### config.mk
export PLATFORM = sky130hd
export DESIGN_NAME = l1_mem_arbiter_flat
export DESIGN_NICKNAME = d
export VERILOG_FILES = /design/src/rtl/l1_mem_arbiter_if.sv /design/src/rtl/l1_mem_arbiter.sv /design/src/flat_wrapper.sv
export SDC_FILE = /design/constraint.sdc
export NUM_CORES = 1
export LEC_CHECK = 0
export BUFFER_PORTS_ARGS = -buffer_cell sky130_fd_sc_hd__buf_4
export CAP_MARGIN = 20
export CORE_ASPECT_RATIO = 1.1
export CORE_MARGIN = 3
export CORE_UTILIZATION = 41
export CTS_BUF_LIST = sky130_fd_sc_hd__clkbuf_8
export DETAILED_ROUTE_END_ITERATION = 7
export PLACE_DENSITY = 0.93
export SETUP_SLACK_MARGIN = 0.02
export SLEW_MARGIN = 5
export SYNTH_ARGS = -nofsm -noshare
export SYNTH_HDL_FRONTEND = slang
export SYNTH_SLANG_ARGS = --single-unit
export TNS_END_PERCENT = 50
### constraint.sdc
create_clock -name CLK -period 2.1 [get_ports CLK]
set_input_delay 0.315 -clock CLK [delete_from_list [all_inputs] [get_ports CLK]]
set_output_delay 0.315 -clock CLK [all_outputs]
set_load 0.05 [all_outputs]
### src/rtl/l1_mem_arbiter_if.sv
// rtl/l1_mem_arbiter_if.sv - L1D/L1I miss ports and memory request/word-stream bundle for l1_mem_arbiter
interface l1_mem_arbiter_if #(
    parameter int DATA_W = 32
) ();
    logic              REQ_VALID_D, REQ_VALID_I;
    logic [DATA_W-1:0] ADDR_D, ADDR_I;
    logic              ACK_ADDR_D, ACK_ADDR_I;
    logic [3:0]        ACK_DATA_L1_D, ACK_DATA_L1_I;
    logic              READY_D, READY_I;
    logic [DATA_W-1:0] DATA_D, DATA_I;
    logic [3:0]        ACK_DATA_D, ACK_DATA_I;
    logic              RESET_ACK;
    logic              MEM_VALID, MEM_READY;
    logic [DATA_W-1:0] MEM_ADDR;
    logic              MEM_ACK_ADDR;
    logic [DATA_W-1:0] MEM_DATA;
    logic [3:0]        MEM_ACK_DATA, MEM_ACK_DATA_L1;

    modport slave (
        input  REQ_VALID_D, REQ_VALID_I, ADDR_D, ADDR_I, ACK_ADDR_D, ACK_ADDR_I,
               ACK_DATA_L1_D, ACK_DATA_L1_I, MEM_READY, MEM_DATA, MEM_ACK_DATA,
        output READY_D, READY_I, DATA_D, DATA_I, ACK_DATA_D, ACK_DATA_I, RESET_ACK,
               MEM_VALID, MEM_ADDR, MEM_ACK_ADDR, MEM_ACK_DATA_L1
    );

    modport master (
        output REQ_VALID_D, REQ_VALID_I, ADDR_D, ADDR_I, ACK_ADDR_D, ACK_ADDR_I,
               ACK_DATA_L1_D, ACK_DATA_L1_I, MEM_READY, MEM_DATA, MEM_ACK_DATA,
        input  READY_D, READY_I, DATA_D, DATA_I, ACK_DATA_D, ACK_DATA_I, RESET_ACK,
               MEM_VALID, MEM_ADDR, MEM_ACK_ADDR, MEM_ACK_DATA_L1
    );
endinterface

### src/rtl/l1_mem_arbiter.sv
// rtl/l1_mem_arbiter.sv - L1D/L1I line-fill arbiter onto one memory port; L1D_PRIORITY_EN selects fixed D priority
module l1_mem_arbiter #(
    parameter int WORDS_PER_LINE = 8,
    parameter int DATA_W         = 32
) (
    input  logic              CLK,
    input  logic              RST_N,
    l1_mem_arbiter_if.slave   bus
);
    typedef enum logic [1:0] {IDLE, GRANT, XFER, DONE} state_t;

    localparam logic       OWN_D     = 1'b0;
    localparam logic       OWN_I     = 1'b1;
    localparam logic [3:0] LAST_WORD = 4'(WORDS_PER_LINE - 1);

    state_t            state_q, state_d;
    logic              owner_q, owner_d;
    logic [DATA_W-1:0] mem_addr_q, mem_addr_d;
    logic              mem_ack_addr_q, mem_ack_addr_d;
    logic [3:0]        ack_l1_q, ack_l1_d;
    logic [3:0]        word_cnt_q, word_cnt_d;

    logic              req_owner, ack_addr_owner, winner;
    logic [3:0]        ack_l1_owner;
    logic [DATA_W-1:0] addr_owner;

`ifndef L1D_PRIORITY_EN
    logic last_grant_q, last_grant_d;

    always_ff @(posedge CLK or negedge RST_N) begin
        if (!RST_N) last_grant_q <= OWN_I;
        else        last_grant_q <= last_grant_d;
    end
`endif

    always_ff @(posedge CLK or negedge RST_N) begin
        if (!RST_N) begin
            state_q        <= IDLE;
            owner_q        <= OWN_D;
            mem_addr_q     <= '0;
            mem_ack_addr_q <= 1'b0;
            ack_l1_q       <= 4'hF;
            word_cnt_q     <= 4'd0;
        end else begin
            state_q        <= state_d;
            owner_q        <= owner_d;
            mem_addr_q     <= mem_addr_d;
            mem_ack_addr_q <= mem_ack_addr_d;
            ack_l1_q       <= ack_l1_d;
            word_cnt_q     <= word_cnt_d;
        end
    end

    always_comb begin
        req_owner      = (owner_q == OWN_I) ? bus.REQ_VALID_I   : bus.REQ_VALID_D;
        ack_addr_owner = (owner_q == OWN_I) ? bus.ACK_ADDR_I    : bus.ACK_ADDR_D;
        ack_l1_owner   = (owner_q == OWN_I) ? bus.ACK_DATA_L1_I : bus.ACK_DATA_L1_D;
        addr_owner     = (owner_q == OWN_I) ? bus.ADDR_I        : bus.ADDR_D;
`ifdef L1D_PRIORITY_EN
        winner = bus.REQ_VALID_D ? OWN_D : OWN_I;
`else
        if (bus.REQ_VALID_D && bus.REQ_VALID_I) winner = (last_grant_q == OWN_I) ? OWN_D : OWN_I;
        else                                    winner = bus.REQ_VALID_D ? OWN_D : OWN_I;
`endif
    end

    always_comb begin
        state_d        = state_q;
        owner_d        = owner_q;
        mem_addr_d     = mem_addr_q;
        mem_ack_addr_d = 1'b0;
        // The forwarded ack only carries meaning while a fill is streaming.
        ack_l1_d       = (state_q == XFER) ? ack_l1_q : 4'hF;
        word_cnt_d     = word_cnt_q;
`ifndef L1D_PRIORITY_EN
        last_grant_d   = last_grant_q;
`endif
        case (state_q)
            IDLE: begin
                if (bus.REQ_VALID_D || bus.REQ_VALID_I) begin
                    owner_d = winner;
                    state_d = GRANT;
                end
            end
            GRANT: begin
                if (!req_owner) begin
                    state_d = IDLE;
                end else if (bus.MEM_READY && ack_addr_owner) begin
                    mem_addr_d     = addr_owner;
                    mem_ack_addr_d = 1'b1;
                    word_cnt_d     = 4'd0;
                    state_d        = XFER;
                end
            end
            XFER: begin
                if (ack_l1_owner == word_cnt_q) begin
                    ack_l1_d = word_cnt_q;
                    // Hold the count on the last word so a 16-word line never wraps.
                    if (word_cnt_q == LAST_WORD) state_d    = DONE;
                    else                         word_cnt_d = word_cnt_q + 4'd1;
                end
            end
            DONE: begin
`ifndef L1D_PRIORITY_EN
                last_grant_d = owner_q;
`endif
                state_d = IDLE;
            end
            default: state_d = IDLE;
        endcase
    end

    logic granted, xfer;
    assign granted = (state_q == GRANT) || (state_q == XFER);
    assign xfer    = (state_q == XFER);

    assign bus.READY_D         = granted && (owner_q == OWN_D);
    assign bus.READY_I         = granted && (owner_q == OWN_I);
    assign bus.DATA_D          = (xfer && owner_q == OWN_D) ? bus.MEM_DATA : '0;
    assign bus.DATA_I          = (xfer && owner_q == OWN_I) ? bus.MEM_DATA : '0;
    assign bus.ACK_DATA_D      = (xfer && owner_q == OWN_D) ? bus.MEM_ACK_DATA : 4'hF;
    assign bus.ACK_DATA_I      = (xfer && owner_q == OWN_I) ? bus.MEM_ACK_DATA : 4'hF;
    assign bus.MEM_VALID       = ((state_q == GRANT) && req_owner) || xfer;
    assign bus.MEM_ADDR        = mem_addr_q;
    assign bus.MEM_ACK_ADDR    = mem_ack_addr_q;
    assign bus.MEM_ACK_DATA_L1 = ack_l1_q;
    assign bus.RESET_ACK       = (state_q == DONE);
endmodule

### src/flat_wrapper.sv
// flat-port wrapper written by rule: the top's interface ports become plain ports
module l1_mem_arbiter_flat 
#(
    parameter int WORDS_PER_LINE = 8,
    parameter int DATA_W         = 32
)
  (CLK, RST_N, bus_REQ_VALID_D, bus_REQ_VALID_I, bus_ADDR_D, bus_ADDR_I, bus_ACK_ADDR_D, bus_ACK_ADDR_I, bus_ACK_DATA_L1_D, bus_ACK_DATA_L1_I, bus_MEM_READY, bus_MEM_DATA, bus_MEM_ACK_DATA, bus_READY_D, bus_READY_I, bus_DATA_D, bus_DATA_I, bus_ACK_DATA_D, bus_ACK_DATA_I, bus_RESET_ACK, bus_MEM_VALID, bus_MEM_ADDR, bus_MEM_ACK_ADDR, bus_MEM_ACK_DATA_L1);
  l1_mem_arbiter_if #(.DATA_W(DATA_W)) bus_i ();
  input  logic CLK;
  input  logic RST_N;
  input wire logic [$bits(bus_i.REQ_VALID_D)-1:0] bus_REQ_VALID_D;
  input wire logic [$bits(bus_i.REQ_VALID_I)-1:0] bus_REQ_VALID_I;
  input wire logic [$bits(bus_i.ADDR_D)-1:0] bus_ADDR_D;
  input wire logic [$bits(bus_i.ADDR_I)-1:0] bus_ADDR_I;
  input wire logic [$bits(bus_i.ACK_ADDR_D)-1:0] bus_ACK_ADDR_D;
  input wire logic [$bits(bus_i.ACK_ADDR_I)-1:0] bus_ACK_ADDR_I;
  input wire logic [$bits(bus_i.ACK_DATA_L1_D)-1:0] bus_ACK_DATA_L1_D;
  input wire logic [$bits(bus_i.ACK_DATA_L1_I)-1:0] bus_ACK_DATA_L1_I;
  input wire logic [$bits(bus_i.MEM_READY)-1:0] bus_MEM_READY;
  input wire logic [$bits(bus_i.MEM_DATA)-1:0] bus_MEM_DATA;
  input wire logic [$bits(bus_i.MEM_ACK_DATA)-1:0] bus_MEM_ACK_DATA;
  output wire logic [$bits(bus_i.READY_D)-1:0] bus_READY_D;
  output wire logic [$bits(bus_i.READY_I)-1:0] bus_READY_I;
  output wire logic [$bits(bus_i.DATA_D)-1:0] bus_DATA_D;
  output wire logic [$bits(bus_i.DATA_I)-1:0] bus_DATA_I;
  output wire logic [$bits(bus_i.ACK_DATA_D)-1:0] bus_ACK_DATA_D;
  output wire logic [$bits(bus_i.ACK_DATA_I)-1:0] bus_ACK_DATA_I;
  output wire logic [$bits(bus_i.RESET_ACK)-1:0] bus_RESET_ACK;
  output wire logic [$bits(bus_i.MEM_VALID)-1:0] bus_MEM_VALID;
  output wire logic [$bits(bus_i.MEM_ADDR)-1:0] bus_MEM_ADDR;
  output wire logic [$bits(bus_i.MEM_ACK_ADDR)-1:0] bus_MEM_ACK_ADDR;
  output wire logic [$bits(bus_i.MEM_ACK_DATA_L1)-1:0] bus_MEM_ACK_DATA_L1;
  assign bus_i.REQ_VALID_D = bus_REQ_VALID_D;
  assign bus_i.REQ_VALID_I = bus_REQ_VALID_I;
  assign bus_i.ADDR_D = bus_ADDR_D;
  assign bus_i.ADDR_I = bus_ADDR_I;
  assign bus_i.ACK_ADDR_D = bus_ACK_ADDR_D;
  assign bus_i.ACK_ADDR_I = bus_ACK_ADDR_I;
  assign bus_i.ACK_DATA_L1_D = bus_ACK_DATA_L1_D;
  assign bus_i.ACK_DATA_L1_I = bus_ACK_DATA_L1_I;
  assign bus_i.MEM_READY = bus_MEM_READY;
  assign bus_i.MEM_DATA = bus_MEM_DATA;
  assign bus_i.MEM_ACK_DATA = bus_MEM_ACK_DATA;
  assign bus_READY_D = bus_i.READY_D;
  assign bus_READY_I = bus_i.READY_I;
  assign bus_DATA_D = bus_i.DATA_D;
  assign bus_DATA_I = bus_i.DATA_I;
  assign bus_ACK_DATA_D = bus_i.ACK_DATA_D;
  assign bus_ACK_DATA_I = bus_i.ACK_DATA_I;
  assign bus_RESET_ACK = bus_i.RESET_ACK;
  assign bus_MEM_VALID = bus_i.MEM_VALID;
  assign bus_MEM_ADDR = bus_i.MEM_ADDR;
  assign bus_MEM_ACK_ADDR = bus_i.MEM_ACK_ADDR;
  assign bus_MEM_ACK_DATA_L1 = bus_i.MEM_ACK_DATA_L1;
  l1_mem_arbiter #(.WORDS_PER_LINE(WORDS_PER_LINE), .DATA_W(DATA_W)) u_core (.CLK(CLK), .RST_N(RST_N), .bus(bus_i));
endmodule
==> key figures, run 1 <==
Synth
  • Top-area cell type share of the netlist area: 35.2%
  • Most frequently used flop master after synthesis: sky130_fd_sc_hd__dfrtp_1
  • Summed instance area of the synthesized netlist: 2840 sq um
  • Synth Net Count: 434
  • Proportion of register bits with asynchronous set or reset after synthesis: 100%
  • Synth Instances: 314
  • Synthesis-stage register bit count: 45
  • Synth Area per Inst: 9.05 sq um
  • Commonest cells in the synthesized netlist: sky130_fd_sc_hd__nand2_1 (43), sky130_fd_sc_hd__dfrtp_1 (40), sky130_fd_sc_hd__mux2i_1 (40), sky130_fd_sc_hd__and2_1 (34), sky130_fd_sc_hd__o21ai_0 (33)
  • Sequential cell area fraction in the yosys report: 39.9%
  • Leading area contributor after synthesis: sky130_fd_sc_hd__dfrtp_1
  • Number of different library cells in the post-synthesis netlist: 37
  • Yosys warning count: 0
  • Cell types with the largest area share after synthesis: sky130_fd_sc_hd__dfrtp_1 (35%), sky130_fd_sc_hd__mux2i_1 (14%), sky130_fd_sc_hd__and2_1 (7.5%)
  • Library cell with the highest instance count after synthesis: sky130_fd_sc_hd__nand2_1
  • Number of enable flip-flop cells after synthesis: 0

Cells and area
  • Share of the core filled with cells: 72.9%
  • Synthesis-to-finish area growth: 71.1%
  • Nets@finish: 659
  • Total inserted antenna cells: 0
  • Share of layout cells above drive strength 1: 50.4%
  • Final design area excluding fillers: 4860 sq um
  • Layout filler cell count: 495

Pwr
  • Static Leakage: 0.00275 uW
  • Design Power: 6330 uW
  • Worst VDD drop: 0.000886 V
  • Power density relative to cell area: 1300 nW/um^2

Placed design
  • Detail Placement HPWL: 7760 um
  • GPL Wtd Cong: 0.882
  • Buffers on Ports: 227
  • Area post-placement: 4630 sq um
  • Minimum setup slack after placement: 0.168 ns

Die
  • Starting Density: 42.6%
  • Number of top-level pins: 228
  • Area of the die: 7970 sq um
  • # rows: 31
  • Width of the die: 85.4 um
  • Vertical die dimension: 93.3 um
  • CORE AREA: 6670 sq um

STA
  • Setup total negative slack: 0 ns
  • Number of endpoints failing setup at the final stage: 0
  • FMAX: 0.502 GHz
  • Tmin final: 1.99 ns
  • Worst Clk Skew: 0.00783 ns
  • Final setup slack of the worst path: 0.108 ns
  • Transition at the pin with the smallest max-transition slack: 0.566 ns
  • Final Hold Viols: 0
  • Final critical-path share of the clock period: 94.8%
  • Unrepaired setup endpoints after global routing: false
  • Normalized max-slew margin: 62.3%
  • Number of pins exceeding their max-slew limit in the final report: 0

Route
  • Wirelength, routed: 9960 um
  • Drt first pass iters: 4
  • DRC viols: 0
  • Via density per instance: 5.03
  • Routed WL per cell: 16.0 um
  • Via count: 3126
  • Initial detailed-routing violation count: 119
  • Number of routed nets with antenna violations: 0

Clocking
  • Maximum buffer depth of the clock tree: 2
  • Deepest level of the CTS H-tree: 2
  • Number of buffers added by the clock tree synthesis step: 5
  • Clock-pin slew reported for the worst setup and hold paths after clock tree synthesis: 0.08 ns
  • Post-cts hold buffer count: 0
  • Skew-Pair Late Insertion Delay: 0.29 ns
  • Clock sink total: 45
  • Clock Tree Root: sky130_fd_sc_hd__clkbuf_8
  • Clock tree from TritonCTS: yes

GRT
  • GRT Util Overall: 23.8%
  • Vias in the first global route: 3151
  • Global-route wire length before repair: 15300 um
  • Antenna violations before repair: 0
  • Congestion Overflow GR: 0
  • Largest net degree at the start of global routing: 66

Min path
  • Path class of the lowest-slack min-delay path: input pin to asynchronous set/reset pin

Setup path
  • Required time reported for the critical path endpoint: 1.78 ns
  • Worst Setup Path Type: flip-flop to output port
  • Worst EP arrival: 1.68 ns
  • Kind of end point of the critical path: output port
  • Startpoint Class: flip-flop
  • Worst-path maximum fanout: 20

Run
  • Reported max-cap violation count: 0

Outcome
  • Run status: finished clean
-- placed cells by master (no fill, tap or decap), types with 4 or more instances in the layout --
cell                       instances
sky130_fd_sc_hd__ha_1              4
sky130_fd_sc_hd__clkbuf_8          6
sky130_fd_sc_hd__inv_1             5
sky130_fd_sc_hd__mux2i_1          40
sky130_fd_sc_hd__nand2_1          42
sky130_fd_sc_hd__dfstp_2           5
sky130_fd_sc_hd__o21ai_0          33
sky130_fd_sc_hd__dfrtp_1          39
sky130_fd_sc_hd__and3_1           32
sky130_fd_sc_hd__buf_4           238
sky130_fd_sc_hd__nand3_1           5
sky130_fd_sc_hd__or2_2             5
sky130_fd_sc_hd__nand2b_1          7
sky130_fd_sc_hd__and2_1           34
-- path summary, 6_finish.rpt --
| check | startpoint | endpoint | slack [ns] | cells after the start |
|---|---|---|---|---|
| max | u_core.owner_q$_DFFE_PN0P_ | bus_DATA_D[6] | 0.11 | 5 |
| min | RST_N | u_core.bus.MEM_ADDR[9]$_DFFE_PN0P_ | 0.02 | 1 |
| max reg2reg | u_core.word_cnt_q[1]$_DFFE_PN0P_ | flip-flop | 0.17 | 6 |
| min reg2reg | u_core.bus.MEM_ADDR[1]$_DFFE_PN0P_ | u_core.bus.MEM_ADDR[1]$_DFFE_PN0P_ | 0.49 | 2 |
| max in group asynchronous | RST_N | u_core.owner_q$_DFFE_PN0P_ | 1.66 | 1 |
| min in group CLK | bus_ADDR_I[11] | u_core.bus.MEM_ADDR[11]$_DFFE_PN0P_ | 0.31 | 3 |
-- metal layers --
metal | track usage (%) | share of wire (%) | up-vias | wire length, um
li1 | - | - | 1523 | -
met5 | 0 | 0 | - | 0
met3 | 5.37 | 8.1 | 21 | 808
met2 | 46.2 | 55 | 157 | 5430
met1 | 25.0 | 35 | 1425 | 3480
met4 | 7.65 | 2.5 | 0 | 244
-- worst max-delay path, cell delays in order (launching register included) --
cell,delay (ns)
sky130_fd_sc_hd__dfrtp_2,0.48
sky130_fd_sc_hd__buf_4,0.22
sky130_fd_sc_hd__nor2b_4,0.17
sky130_fd_sc_hd__buf_4,0.16
sky130_fd_sc_hd__and2_1,0.14
sky130_fd_sc_hd__buf_4,0.20
-- registers in the layout (all words and copies together), names as in the netlist, named ones only --
register                    cells
u_core.last_grant_q             1
u_core.bus.MEM_ACK_DATA_L1      4
u_core.bus.MEM_ACK_ADDR         1
u_core.state_q                  1
u_core.word_cnt_q               4
u_core.owner_q                  1
u_core.bus.MEM_ADDR            32
-- area by class of cell --
cell class | count | area (sq um) | area share (%)
Clock buffer | 6 | 82.6 | 1.70
Clock inverter | 2 | 33.8 | 0.695
Inverter | 5 | 18.8 | 0.386
Multi-Input combinational cell | 238 | 1600 | 32.9
Sequential cell | 45 | 1130 | 23.3
Tap cell | 82 | 103 | 2.11
Timing Repair Buffer | 244 | 1890 | 38.9
-- power by group --
group / total, uW / switching [uW] / internal (uW)
clock: 662 / 279 / 383
sequential: 1410 / 211 / 1200
combinational: 4250 / 2770 / 1480
total: 6330 / 3260 / 3070
-- kinds of logic (layout without fill, tap and decap cells) --
group / Yosys count / count (layout) / synth area share (%)
and+or+nand+nor: 140 / 140 / 26.9
AOI/OAI and AO/OA: 46 / 46 / 9.64
DFF: 45 / 45 / 39.9
muxes: 43 / 43 / 15.3
buffers and inverters: 31 / 257 / 4.89
adders and majority gates: 5 / 5 / 2.20
xor gates and xnor gates: 4 / 4 / 1.23
-- through the flow --
stage / hold WS [ns] / instances
finish: 0.0208 / 622
global route: 0.0500 / 622
CTS: 0.0320 / 616
detailed placement: 0.352 / 606
global placement: 0.344 / 606
floorplan: 0.0194 / 314
-- what timing repair did --
action	CTS	global route
gates cloned	2	0
setup buffers	0	6
resized for setup	8	2
setup endpoints to repair	32	17
No activity file was read; power rests on OpenSTA's default activity.
==> run 2, diff against run 1 <==
- CELL_PAD_IN_SITES_DETAIL_PLACEMENT: not set -> 0
- CELL_PAD_IN_SITES_GLOBAL_PLACEMENT: not set -> 1
- CORE_UTILIZATION: 41 -> 27
- GPL_ROUTABILITY_DRIVEN: not set -> 0
- PLACE_DENSITY: 0.93 -> 0.91
==> key figures, run 2 (same netlist as run 1, synthesis figures left out) <==
Cells and area
  • Highest-count cells in the layout ignoring fill and taps: sky130_fd_sc_hd__buf_4 (229), sky130_fd_sc_hd__nand2_1 (43), sky130_fd_sc_hd__mux2i_1 (40) (was sky130_fd_sc_hd__buf_4 (238), sky130_fd_sc_hd__nand2_1 (42), sky130_fd_sc_hd__mux2i_1 (40))
  • Count of placed standard cells in the final layout, fillers left out: 679 (was 622)
  • Synthesis-to-finish area growth: 71.8% (was 71.1%)
  • Commonest non-fill, non-tap cell in the layout: sky130_fd_sc_hd__buf_4 (unchanged)
  • Share of the core filled with cells: 48.4% (was 72.9%)
  • Share of layout cells above drive strength 1: 50.0% (was 50.4%)
  • Layout filler cell count: 964 (was 495)
  • Number of flip-flops in the largest register: 32 (unchanged)
  • Nets@finish: 657 (was 659)

Route
  • Initial detailed-routing violation count: 87 (was 119)
  • Routed WL per cell: 15.0 um (was 16.0 um)
  • DRC viols: 0 (unchanged)
  • Via density per instance: 4.51 (was 5.03)
  • Via count: 3065 (was 3126)
  • Wirelength, routed: 10200 um (was 9960 um)
  • Drt first pass iters: 4 (unchanged)
  • Number of routed nets with antenna violations: 0 (unchanged)

GRT
  • Antenna violations before repair: 4 (was 0)
  • Vias in the first global route: 3084 (was 3151)
  • GRT Util Overall: 16.7% (was 23.8%)
  • Global-route wire length before repair: 15800 um (was 15300 um)
  • Largest net degree at the start of global routing: 66 (unchanged)
  • Congestion Overflow GR: 0 (unchanged)

Placed design
  • Detail Placement HPWL: 8450 um (was 7760 um)
  • Cell count after placement: 667 (was 606)
  • Buffers on Ports: 227 (unchanged)

STA
  • Final critical-path share of the clock period: 96.8% (was 94.8%)
  • Final Hold Viols: 0 (unchanged)
  • FMAX: 0.492 GHz (was 0.502 GHz)
  • Number of endpoints failing setup at the final stage: 0 (unchanged)
  • Transition at the pin with the smallest max-transition slack: 0.587 ns (was 0.566 ns)
  • Setup total negative slack: 0 ns (unchanged)
  • Tmin final: 2.03 ns (was 1.99 ns)
  • Normalized max-slew margin: 60.8% (was 62.3%)
  • Number of pins exceeding their max-slew limit in the final report: 0 (unchanged)
  • Worst Clk Skew: 0.00511 ns (was 0.00783 ns)

Setup path
  • Worst EP arrival: 1.72 ns (was 1.68 ns)
  • Cell depth of the worst flop-to-flop path: 6 (unchanged)
  • Worst-path maximum fanout: 12 (was 20)
  • Reg2reg setup slack: 0.15 ns (was 0.17 ns)
  • Slowest stage cell, crit path: sky130_fd_sc_hd__dfrtp_1 (was sky130_fd_sc_hd__dfrtp_2)
  • Worst Setup Path Type: flip-flop to output port (unchanged)
  • List of cells traversed by the critical path: inv_2 > ha_2 > buf_6 > nand2_1 > or2_2 > buf_4 (was buf_4 > nor2b_4 > buf_4 > and2_1 > buf_4)
  • Startpoint Class: flip-flop (unchanged)
  • Top delay family on crit path: buffers and inverters (unchanged)
  • Maximum cell stage delay along the critical path: 0.41 ns (was 0.48 ns)
  • Kind of end point of the critical path: output port (unchanged)
  • Worst flop-to-flop path startpoint: u_core.owner_q$_DFFE_PN0P_ (was u_core.word_cnt_q[1]$_DFFE_PN0P_)
  • Required time reported for the critical path endpoint: 1.78 ns (about the same)
  • Crit path buffers/inverters: 3 (unchanged)

Clocking
  • Post-cts hold buffer count: 0 (unchanged)
  • Clock sink total: 45 (unchanged)
  • Number of buffers added by the clock tree synthesis step: 5 (unchanged)
  • Maximum buffer depth of the clock tree: 2 (unchanged)
  • Clock Tree Root: sky130_fd_sc_hd__clkbuf_8 (unchanged)
  • Clock tree from TritonCTS: yes (unchanged)
  • Deepest level of the CTS H-tree: 2 (unchanged)
  • Skew-Pair Late Insertion Delay: 0.30 ns (was 0.29 ns)
  • Clock-pin slew reported for the worst setup and hold paths after clock tree synthesis: 0.09 ns (was 0.08 ns)

Pwr
  • Design Power: 6100 uW (was 6330 uW)
  • Power density relative to cell area: 1250 nW/um^2 (was 1300 nW/um^2)
  • Worst VDD drop: 0.000732 V (was 0.000886 V)
  • Static Leakage: 0.00272 uW (was 0.00275 uW)

Die
  • CORE AREA: 10100 sq um (was 6670 sq um)
  • Vertical die dimension: 114 um (was 93.3 um)
  • Number of top-level pins: 228 (unchanged)
  • Area of the die: 11800 sq um (was 7970 sq um)
  • Starting Density: 28.2% (was 42.6%)
  • # rows: 38 (was 31)
  • Width of the die: 104 um (was 85.4 um)

Outcome
  • Run status: finished clean (unchanged)

Run
  • Reported max-cap violation count: 0 (unchanged)

Min path
  • Path class of the lowest-slack min-delay path: input pin to asynchronous set/reset pin (unchanged)
-- run 2: how the worst max path moves through the flow --
stage / slack [ns] / cells after the start / end / startpoint
after floorplan: 0.02 / 5 / bus_DATA_I[27] / u_core.state_q[0]$_DFFE_PN0P_
after global placement: 0.24 / 6 / u_core.word_cnt_q[3]$_DFFE_PN0P_ / u_core.owner_q$_DFFE_PN0P_
after detailed placement: 0.14 / 6 / u_core.word_cnt_q[3]$_DFFE_PN0P_ / u_core.owner_q$_DFFE_PN0P_
after CTS: 0.01 / 6 / bus_ACK_DATA_I[1] / u_core.state_q[0]$_DFFE_PN0P_
after global routing: -0.0006 / 6 / bus_ACK_DATA_I[1] / u_core.state_q[0]$_DFFE_PN0P_
final: 0.07 / 6 / bus_ACK_DATA_I[3] / u_core.state_q[0]$_DFFE_PN0P_
-- run 2: routing by layer --
metal | vias to the layer above | global-route usage, % | share of wire [%]
li1 | 1520 | - | -
met3 | 14 | 6.85 | 10
met2 | 163 | 31.0 | 53
met1 | 1362 | 17.3 | 36
met4 | 6 | 5.23 | 0.98
met5 | - | 0 | 0.37
-- run 2: cell type report --
type	instances	area [sq um]	area share, %
Timing Repair Buffer	242	1880	38.6
Clock buffer	5	68.8	1.41
Antenna cell	1	2.50	0.0513
Clock inverter	3	18.8	0.385
Tap cell	140	175	3.59
Sequential cell	45	1130	23.2
Multi-Input combinational cell	238	1580	32.4
Inverter	5	18.8	0.385
-- run 2: what timing repair did --
action	4_1_cts	5_1_grt
buffers inserted	0	3
cloned	0	0
gates resized for setup	6	10
setup endpoints to repair	59	54
pin swaps	0	0
-- run 2: metrics by stage --
step                worst slack [ns]  area (sq um)  hold WS (ns)
floorplan                     0.0229          2840        0.0194
global placement               0.235          4710         0.352
detailed placement             0.144          4710         0.360
CTS                           0.0139          4820        0.0170
global route               -0.000634          4880        0.0410
finish                        0.0672          4880       0.00276
-- run 2: power breakdown --
part	switching [uW]	internal, uW	total [uW]
sequential	219	1200	1420
clock	313	230	543
combinational	2700	1440	4140
total	3230	2870	6100
==> run 3, diff against run 2 <==
- CTS_CLUSTER_SIZE: not set -> 30
- MAX_ROUTING_LAYER: not set -> met4
- SLEW_MARGIN: 5 -> not set
==> key figures, run 3 (same netlist as run 1, synthesis figures left out) <==
Setup path
  • Crit path buffers/inverters: 3 (unchanged)
  • Top delay family on crit path: simple AND/OR/NAND/NOR gates (was buffers and inverters)
  • Worst EP arrival: 1.74 ns (was 1.72 ns)
  • List of cells traversed by the critical path: inv_2 > ha_2 > buf_6 > nand2_1 > or2_2 > buf_4 (unchanged)
  • Worst Setup Path Type: flip-flop to output port (unchanged)
  • Startpoint Class: flip-flop (unchanged)
  • Worst-path maximum fanout: 12 (unchanged)
  • Worst flop-to-flop path startpoint: u_core.owner_q$_DFFE_PN0P_ (unchanged)
  • Required time reported for the critical path endpoint: 1.78 ns (about the same)
  • Reg2reg setup slack: 0.15 ns (about the same)
  • Maximum cell stage delay along the critical path: 0.41 ns (about the same)
  • Kind of end point of the critical path: output port (unchanged)
  • Slowest stage cell, crit path: sky130_fd_sc_hd__dfrtp_1 (unchanged)
  • Cell depth of the worst flop-to-flop path: 6 (unchanged)

Clocking
  • Deepest level of the CTS H-tree: 2 (unchanged)
  • Number of buffers added by the clock tree synthesis step: 5 (unchanged)
  • Clock Tree Root: sky130_fd_sc_hd__clkbuf_8 (unchanged)
  • Clock sink total: 45 (unchanged)
  • Post-cts hold buffer count: 0 (unchanged)
  • Clock-pin slew reported for the worst setup and hold paths after clock tree synthesis: 0.09 ns (about the same)
  • Clock tree from TritonCTS: yes (unchanged)
  • Skew-Pair Late Insertion Delay: 0.31 ns (was 0.30 ns)
  • Maximum buffer depth of the clock tree: 2 (unchanged)

Cells and area
  • Number of flip-flops in the largest register: 32 (unchanged)
  • Synthesis-to-finish area growth: 72.4% (was 71.8%)
  • Share of the core filled with cells: 48.6% (was 48.4%)
  • Highest-count cells in the layout ignoring fill and taps: sky130_fd_sc_hd__buf_4 (226), sky130_fd_sc_hd__nand2_1 (43), sky130_fd_sc_hd__mux2i_1 (40) (was sky130_fd_sc_hd__buf_4 (229), sky130_fd_sc_hd__nand2_1 (43), sky130_fd_sc_hd__mux2i_1 (40))
  • Nets@finish: 657 (unchanged)
  • Share of layout cells above drive strength 1: 50.0% (unchanged)
  • Commonest non-fill, non-tap cell in the layout: sky130_fd_sc_hd__buf_4 (unchanged)
  • Final design area excluding fillers: 4900 sq um (was 4880 sq um)

STA
  • Number of pins exceeding their max-slew limit in the final report: 0 (unchanged)
  • Final setup slack of the worst path: 0.0492 ns (was 0.0672 ns)
  • Normalized max-slew margin: 60.7% (was 60.8%)
  • FMAX: 0.488 GHz (was 0.492 GHz)
  • Tmin final: 2.05 ns (was 2.03 ns)
  • Worst Clk Skew: 0.00744 ns (was 0.00511 ns)
  • Worst slack on hold paths: 0.00355 ns (was 0.00276 ns)
  • Number of endpoints failing setup at the final stage: 0 (unchanged)
  • Final Hold Viols: 0 (unchanged)
  • Transition at the pin with the smallest max-transition slack: 0.590 ns (was 0.587 ns)
  • Final critical-path share of the clock period: 97.7% (was 96.8%)

GRT
  • Largest net degree at the start of global routing: 66 (unchanged)
  • GRT Util Overall: 17.3% (was 16.7%)
  • Antenna violations before repair: 4 (unchanged)
  • Congestion Overflow GR: 0 (unchanged)
  • Vias in the first global route: 3089 (was 3084)
  • Global-route wire length before repair: 15800 um (about the same)

Pwr
  • Design Power: 6110 uW (was 6100 uW)
  • Static Leakage: 0.00272 uW (about the same)
  • Power density relative to cell area: 1250 nW/um^2 (about the same)
  • Worst VDD drop: 0.000732 V (about the same)

Die
  • CORE AREA: 10100 sq um (unchanged)
  • Area of the die: 11800 sq um (unchanged)
  • Number of top-level pins: 228 (unchanged)
  • # rows: 38 (unchanged)
  • Vertical die dimension: 114 um (unchanged)
  • Width of the die: 104 um (unchanged)
  • Starting Density: 28.2% (unchanged)

Placed design
  • Detail Placement HPWL: 8450 um (unchanged)
  • Minimum setup slack after placement: 0.144 ns (unchanged)
  • Buffers on Ports: 227 (unchanged)
  • Area post-placement: 4710 sq um (unchanged)

Route
  • Via count: 3080 (was 3065)
  • Drt first pass iters: 4 (unchanged)
  • Initial detailed-routing violation count: 91 (was 87)
  • Number of routed nets with antenna violations: 0 (unchanged)
  • Routed WL per cell: 15.0 um (about the same)
  • Via density per instance: 4.52 (was 4.51)
  • Wirelength, routed: 10200 um (about the same)
  • DRC viols: 0 (unchanged)

Min path
  • Path class of the lowest-slack min-delay path: input pin to asynchronous set/reset pin (unchanged)

Outcome
  • Run status: finished clean (unchanged)

Run
  • Reported max-cap violation count: 0 (unchanged)
run 3: changes by cell type in the layout (fill, tap and decap cells not counted), sizes merged:
cell	previous run	this run
diode	1	4
run 3: report_power, final:
group | switching, uW | internal (uW) | leakage, uW
Combinational | 2700 | 1440 | 0.00212
Sequential | 221 | 1200 | 0.000559
Clock | 318 | 230 | 0.0000416
run 3: worst register-to-register path: cells and delay by family (launching register included):
kind | cells | cell delay (ns)
buf+inv | 1 | 0.23
compound gates | 2 | 0.60
flops | 1 | 0.51
mux | 2 | 0.46
simple gates | 1 | 0.08
run 3: area by class of cell:
class	count	area [sq um]
multi-input combinational	238	1580
sequential	45	1130
fill	958	5180
clock buffer	5	68.8
clock inverter	3	18.8
inverter	5	18.8
antenna	4	10.0
timing repair buffer	242	1890
tap	140	175
run 3: worst max path at each step:
| stage | slack, ns | to | depth (start not counted) | from |
|---|---|---|---|---|
| after global routing | -0.002 | bus_ACK_DATA_I[3] | 6 | u_core.state_q[0]$_DFFE_PN0P_ |
| final | 0.05 | bus_ACK_DATA_I[3] | 6 | u_core.state_q[0]$_DFFE_PN0P_ |
| after floorplan | 0.02 | bus_DATA_I[27] | 5 | u_core.state_q[0]$_DFFE_PN0P_ |
| after detailed placement | 0.14 | u_core.word_cnt_q[3]$_DFFE_PN0P_ | 6 | u_core.owner_q$_DFFE_PN0P_ |
| after CTS | 0.01 | bus_ACK_DATA_I[1] | 6 | u_core.state_q[0]$_DFFE_PN0P_ |
| after global placement | 0.24 | u_core.word_cnt_q[3]$_DFFE_PN0P_ | 6 | u_core.owner_q$_DFFE_PN0P_ |
run 3: per-stage QoR:
| stage | setup TNS [ns] | instances |
|---|---|---|
| CTS | 0 | 675 |
| finish | 0 | 682 |
| global placement | 0 | 667 |
| detailed placement | 0 | 667 |
| floorplan | 0 | 314 |
| global route | -0.00281 | 682 |
run 3: routing by layer:
metal | wire [um] | GRT usage, %
met2 | 5350 | 30.9
met4 | 94 | 5.23
met5 | 0 | -
met1 | 3760 | 17.7
met3 | 1000 | 6.34
run 3: what timing repair did:
item | in CTS | in global routing
setup endpoints to repair | 59 | 54
resized for setup | 6 | 13
setup buffers | 0 | 3
